**src/rtl/keypad_pkg.sv**
```systemverilog
// Shared types and helpers for the 4x4 matrix keypad row scanner.
package keypad_pkg;

  localparam int unsigned ROWS = 4;
  localparam int unsigned COLS = 4;

  typedef enum logic [1:0] {
    SCAN    = 2'd0,
    CONFIRM = 2'd1,
    HOLD    = 2'd2
  } state_t;

  // Index of the set bit; only meaningful when the argument is one-hot.
  function automatic logic [1:0] onehot4_idx(input logic [3:0] v);
    logic [1:0] idx;
    idx = '0;
    for (int unsigned i = 0; i < 4; i++) begin
      if (v[i]) idx = 2'(i);
    end
    return idx;
  endfunction

  function automatic logic is_onehot4(input logic [3:0] v);
    return (v != '0) && ((v & (v - 4'd1)) == '0);
  endfunction

endpackage

```
**src/rtl/keypad_col_sync.sv**
```systemverilog
// Two-flop synchronizer for the raw keypad column lines.
module keypad_col_sync
  import keypad_pkg::*;
(
  input  logic            clk,
  input  logic            rst_n,
  input  logic [COLS-1:0] d,
  output logic [COLS-1:0] q
);

  logic [COLS-1:0] meta;

  always_ff @(posedge clk or negedge rst_n) begin
    if (!rst_n) begin
      meta <= '0;
      q    <= '0;
    end else begin
      meta <= d;
      q    <= meta;
    end
  end

endmodule

```
**src/rtl/keypad_row_scan.sv**
```systemverilog
// Row-driving 4x4 keypad scanner: one-hot row drive, column sampling at slot end,
// single-key debounce with press/release pulses and a held level.
module keypad_row_scan
  import keypad_pkg::*;
#(
  parameter int unsigned SCAN_DIV = 1024,
  parameter int unsigned DEB_CNT  = 4
) (
  input  logic            clk,
  input  logic            rst_n,
  input  logic            scan_en,
  input  logic [COLS-1:0] col,
  output logic [ROWS-1:0] row,
  output logic            key_valid,
  output logic [3:0]      key_code,
  output logic            key_down,
  output logic            key_release
);

  localparam int unsigned SW = $clog2(SCAN_DIV);
  localparam int unsigned DW = $clog2(DEB_CNT + 1);
  localparam logic [SW-1:0] SLOT_LAST = SW'(SCAN_DIV - 1);
  localparam logic [DW-1:0] DEB_LAST  = DW'(DEB_CNT);

  logic [COLS-1:0] col_s;
  logic [SW-1:0]   slot_cnt;
  logic            en_q;
  logic [ROWS-1:0] row_q;
  logic [1:0]      r_idx;
  logic [1:0]      c_idx;
  logic [DW-1:0]   deb_cnt;
  state_t          state, state_nxt;

  logic            sample;
  logic            new_onehot;
  logic            col_hit;
  logic            latched_open;
  logic [DW-1:0]   deb_inc;
  logic            deb_done;

  logic            rotate;
  logic            capture;
  logic [DW-1:0]   deb_nxt;
  logic            valid_nxt;
  logic            release_nxt;
  logic [3:0]      code_nxt;

  keypad_col_sync u_col_sync (
    .clk   (clk),
    .rst_n (rst_n),
    .d     (col),
    .q     (col_s)
  );

  // en_q is the registered scan_en: it gates the row pins and marks the
  // first enabled cycle, on which the slot is held at 0 so it restarts cleanly.
  assign row          = en_q ? row_q : '0;
  assign sample       = scan_en && en_q && (slot_cnt == SLOT_LAST);
  assign new_onehot   = is_onehot4(col_s);
  assign col_hit      = (col_s == (4'b0001 << c_idx));
  assign latched_open = ~col_s[c_idx];
  assign deb_inc      = deb_cnt + 1'b1;
  assign deb_done     = (deb_inc == DEB_LAST);

  always_ff @(posedge clk or negedge rst_n) begin
    if (!rst_n) state <= SCAN;
    else        state <= state_nxt;
  end

  always_comb begin
    state_nxt = state;
    if (!scan_en) begin
      state_nxt = SCAN;
    end else if (sample) begin
      case (state)
        SCAN:    if (new_onehot) state_nxt = (DEB_CNT == 1) ? HOLD : CONFIRM;
        CONFIRM: begin
          if (!col_hit)      state_nxt = SCAN;
          else if (deb_done) state_nxt = HOLD;
        end
        HOLD:    if (latched_open && deb_done) state_nxt = SCAN;
        default: state_nxt = SCAN;
      endcase
    end
  end

  always_comb begin
    rotate      = 1'b0;
    capture     = 1'b0;
    deb_nxt     = deb_cnt;
    valid_nxt   = 1'b0;
    release_nxt = 1'b0;
    if (!scan_en) begin
      deb_nxt = '0;
    end else if (sample) begin
      case (state)
        SCAN: begin
          if (new_onehot) begin
            capture = 1'b1;
            if (DEB_CNT == 1) begin
              valid_nxt = 1'b1;
              deb_nxt   = '0;
            end else begin
              deb_nxt = DW'(1);
            end
          end else begin
            rotate = 1'b1;
          end
        end
        CONFIRM: begin
          if (!col_hit) begin
            rotate  = 1'b1;
            deb_nxt = '0;
          end else if (deb_done) begin
            valid_nxt = 1'b1;
            deb_nxt   = '0;
          end else begin
            deb_nxt = deb_inc;
          end
        end
        HOLD: begin
          if (latched_open) begin
            if (deb_done) begin
              release_nxt = 1'b1;
              rotate      = 1'b1;
              deb_nxt     = '0;
            end else begin
              deb_nxt = deb_inc;
            end
          end else begin
            deb_nxt = '0;
          end
        end
        default: deb_nxt = '0;
      endcase
    end
  end

  // With single-sample debounce the code comes straight from the capture.
  assign code_nxt = capture ? {onehot4_idx(row_q), onehot4_idx(col_s)} : {r_idx, c_idx};

  always_ff @(posedge clk or negedge rst_n) begin
    if (!rst_n) begin
      slot_cnt    <= '0;
      en_q        <= 1'b1;
      row_q       <= 4'b0001;
      r_idx       <= '0;
      c_idx       <= '0;
      deb_cnt     <= '0;
      key_valid   <= 1'b0;
      key_code    <= '0;
      key_down    <= 1'b0;
      key_release <= 1'b0;
    end else begin
      en_q        <= scan_en;
      deb_cnt     <= deb_nxt;
      key_valid   <= valid_nxt;
      key_release <= release_nxt;
      key_down    <= (state_nxt == HOLD);
      if (valid_nxt) key_code <= code_nxt;
      if (capture) begin
        r_idx <= onehot4_idx(row_q);
        c_idx <= onehot4_idx(col_s);
      end
      if (!scan_en) begin
        slot_cnt <= '0;
        row_q    <= 4'b0001;
      end else if (!en_q) begin
        slot_cnt <= '0;
      end else begin
        slot_cnt <= (slot_cnt == SLOT_LAST) ? '0 : slot_cnt + 1'b1;
        if (rotate) row_q <= {row_q[ROWS-2:0], row_q[ROWS-1]};
      end
    end
  end

endmodule
```
**config.mk**
```make
export PLATFORM = sky130hd
export DESIGN_NAME = keypad_row_scan
export DESIGN_NICKNAME = d
export VERILOG_FILES = /design/src/rtl/keypad_pkg.sv /design/src/rtl/keypad_col_sync.sv /design/src/rtl/keypad_row_scan.sv
export SDC_FILE = /design/constraint.sdc
export NUM_CORES = 1
export LEC_CHECK = 0
export ABC_AREA = 1
export CAP_MARGIN = 20
export CORE_ASPECT_RATIO = 0.9
export CORE_MARGIN = 2
export CORE_UTILIZATION = 50
export CTS_BUF_LIST = sky130_fd_sc_hd__clkbuf_16
export DETAILED_ROUTE_END_ITERATION = 8
export DONT_BUFFER_PORTS = 1
export PLACE_DENSITY = 0.68
export SYNTH_ARGS = -nofsm -noshare
export SYNTH_HDL_FRONTEND = slang
export SYNTH_SLANG_ARGS = --single-unit
```
**constraint.sdc**
```tcl
create_clock -name clk -period 1.55 [get_ports clk]
set_input_delay 0.465 -clock clk [delete_from_list [all_inputs] [get_ports clk]]
set_output_delay 0.465 -clock clk [all_outputs]
set_load 0.02 [all_outputs]
```
==> results.cfg <==
[cts]
clkSlewWorstSetupHoldPaths_ns = 0.06
numCtsBuffers = 5
cts_max_path_buffers = 2
h-tree-depth = 2
tritoncts_num_sinks = 39
insertion_delay_ns = 0.28
tritoncts = done
cts_root_buf = sky130_fd_sc_hd__clkbuf_16

[placed_design]
preCtsSetupSlack_ns = -0.1619
globalplace.congestion = 0.8566
dp_cells = 317
detailedPlacementHpwl_um = 2820
io_buffer_count = 0

[floorplanning]
std_cell_rows = 22
die_w_um = 72.51
fp.dieArea_sq_um = 4761
floorplan.core_area_sq_um = 4074
die-height_um = 65.66
i_o_pin_total = 18
initial_utilization = 0.5184

[routing]
first_pass_iters = 4
detail_route.wirelength_um = 4569
avgRoutedWirePerCell_um = 13.48
remaining_drc_errors = 0
antenna_violating_nets_post_route = 0
overall_via_count_from_detail_route = 1738
avgViaCountPerCell = 5.127
detailedRoute.firstIterationViolations = 85

[worst_setup_path]
critPathLaunchType = flip-flop
timing.critical_path.fanout_max = 6
worst-r2r-cell-count = 11
crit_type = flip-flop to flip-flop
reg2reg_setup_slack_ns = -0.04
slowest_delay_ns = 0.47
timing.critical_path.cells = buf_6, nand2_2, nand2_2, nand2_2, nand2_2, nor2_4, buf_6, nand3_2, nor2_4, nand2_1, nand2_1
worst_ep_required_time_ns = 1.77
path_depth = 11
worst-endpoint-arrival_ns = 1.81
critical_path.endpoint_type = flip-flop
critPathSlowestCell = sky130_fd_sc_hd__dfrtp_2
worstPathBufferInverterCount = 2
critical-path-top-delay-family = simple AND/OR/NAND/NOR gates
most_common_cell_on_crit_path = sky130_fd_sc_hd__nand2_2

[finish]
finish.net_count = 300
postLayoutCoreUtil = 0.6674
number_of_fillers_in_the_final_layout = 323
syn_to_final_growth_pct = 28.73
fin_cells = 339
combined_area_of_the_multi_input_logic_cells_sq_um = 1117
num_antenna_cells = 0
final-seq-area_sq_um = 980.9
layout-drive-gt1-share = 0.3814

[power_and_ir_drop]
power_per_cell_area_nw_per_um2 = 803.4
power_report.internal_total_mw = 1.679
power.leakage_nw = 1.332
power.share.sequential = 0.480
net-switching-power_uw = 505.0
max-vdd-ir-drop_mv = 0.5314
combinational_group_share_of_total_power = 0.056
share_clk_of_total_power = 0.463
p_total_mw = 2.184
netSwitchingFraction = 0.2312

[logic_synthesis]
synth_warnings = 0
postSynthRegisterBits = 39
synth_cell_area_sq_um = 2112
ys_types = 27
syn-num-nets = 268
netlist_instances = 258
synth_sequential_area_ratio = 0.4633
syn_area_per_cell_sq_um = 8.186

[sta]
slew_violations = 0
max_slew_margin = 0.7402
unrepaired_setup_endpoints_after_global_routing = true
finalCriticalPeriod_ns = 1.586
finalSetupViolations = 9
timing.fmax_mhz = 630.5
tightest_hold_margin_ns = 0.01356
worst_pin_slew_ns = 0.3883
finalHoldViolations = 0
post-route-period-util = 1.023
fin_ws_ns = -0.03603
finClkSkew_ns = 0.006920

[global_route]
grt_overflow = 0
grt_max_degree = 38
grt_first_pass_wirelength_um = 7576
antenna_found_initial = 0
grt_util_all_layers = 0.2085
vias_in_the_first_global_route = 1732

[run_status]
violated_checks = negative setup slack
run_status = complete, but fails checks

[run]
maxCapViolCount = 0

[min_path]
worstHoldPathType = primary input to async pin
==> sequential cells by signal, summed over array words and instances, names as in the netlist <==
register and flops:
slot_cnt 10, key_code 4, row_q 4, u_col_sync.meta 4
u_col_sync.q 4, deb_cnt 3, c_idx 2, r_idx 2
state 2, en_q 1, key_down 1, key_release 1
key_valid 1
==> per-stage QoR <==
step / area (sq um) / TNS (ns)
final: 2719 / -0.1812
after global routing: 2719 / -1.138
after CTS: 2569 / -0.004653
after detailed placement: 2241 / -0.9228
after global placement: 2241 / -0.5411
after floorplan: 2112 / 0
==> path summary, 6_finish.rpt <==
path	endpoint	startpoint
worst max-delay path	key_code[3]$_DFFE_PN0P_	c_idx[0]$_DFFE_PN0P_
worst min-delay path	slot_cnt[3]$_DFF_PN0_	rst_n
worst max register to register	key_code[3]$_DFFE_PN0P_	c_idx[0]$_DFFE_PN0P_
worst min register to register	u_col_sync.q[0]$_DFF_PN0_	u_col_sync.meta[0]$_DFF_PN0_
max in group asynchronous	c_idx[0]$_DFFE_PN0P_	rst_n
min in group clk	en_q$_DFF_PN1_	scan_en
==> logic make-up after synthesis <==
kind of cell / count (synthesis) / synth area share
xor+xnor: 5 / 0.02073
compound gates: 13 / 0.03732
fa+ha+maj: 3 / 0.01777
flops: 39 / 0.4633
buf+inv: 37 / 0.08767
simple gates: 161 / 0.3732
==> power groups by stage <==
stage                     Sequential (mW)  Combinational (mW)  Clock [mW]
final                                1.05               0.123        1.01
after global routing                 1.05               0.140        1.09
after CTS                            1.05               0.115        1.03
after detailed placement             1.07              0.0826           0
after global placement               1.06              0.0819           0
after floorplan                      1.06              0.0683           0
==> timing repair <==
action	4_1_cts	5_1_grt
hold buffers	1	0
pin swaps	19	21
hold endpoints to repair	37	0
setup endpoints to repair	14	22
setup buffers	10	3
resized for setup	28	33
==> cells in the final DEF, fill, tap and decap left out, drive strengths merged, types with 2 or more instances in the layout <==
cell type  synthesis  layout
dfstp              2       2
inv               32      33
nand4              4       4
nor3b              2       2
ha                 3       3
nand3             31      31
xor2               4       4
a21oi              6       6
o21ai              6       6
dfrtp             37      37
clkinv             1       2
nand2             88      88
clkbuf             1       5
nor2              36      36
buf                3      29
==> metal layers <==
layer,share of wire,global-route usage,up-vias
li1,-,-,870
met1,0.44,0.2606,831
met2,0.52,0.3544,28
met3,0.027,0.04448,9
met4,0.018,0.07870,0
met5,0,0,-
==> area by class of cell <==
type | instances | area share
clock inverter | 3 | 0.009204
timing repair buffer | 29 | 0.1035
sequential | 39 | 0.3608
tap | 48 | 0.02209
inverter | 33 | 0.04740
clock buffer | 5 | 0.04602
multi-input combinational | 182 | 0.4110
==> synth_stat cells (all sizes together) <==
cell type   n  area (sq um)
o21a        1         7.510
a21oi       6         30.03
dfstp       2         52.55
ha          3         37.54
o21ai       6         41.29
buf         3         42.54
xor2        4         35.03
nand2      88         365.3
nand3      31         180.2
clkinv      1         3.750
xnor2       1         8.760
dfrtp      37         925.9
nor3b       2         15.01
inv        32         125.1
nor2       36         187.7
clkbuf      1         13.76
nand4       4         40.04
No activity file was read; power rests on OpenSTA's default activity.
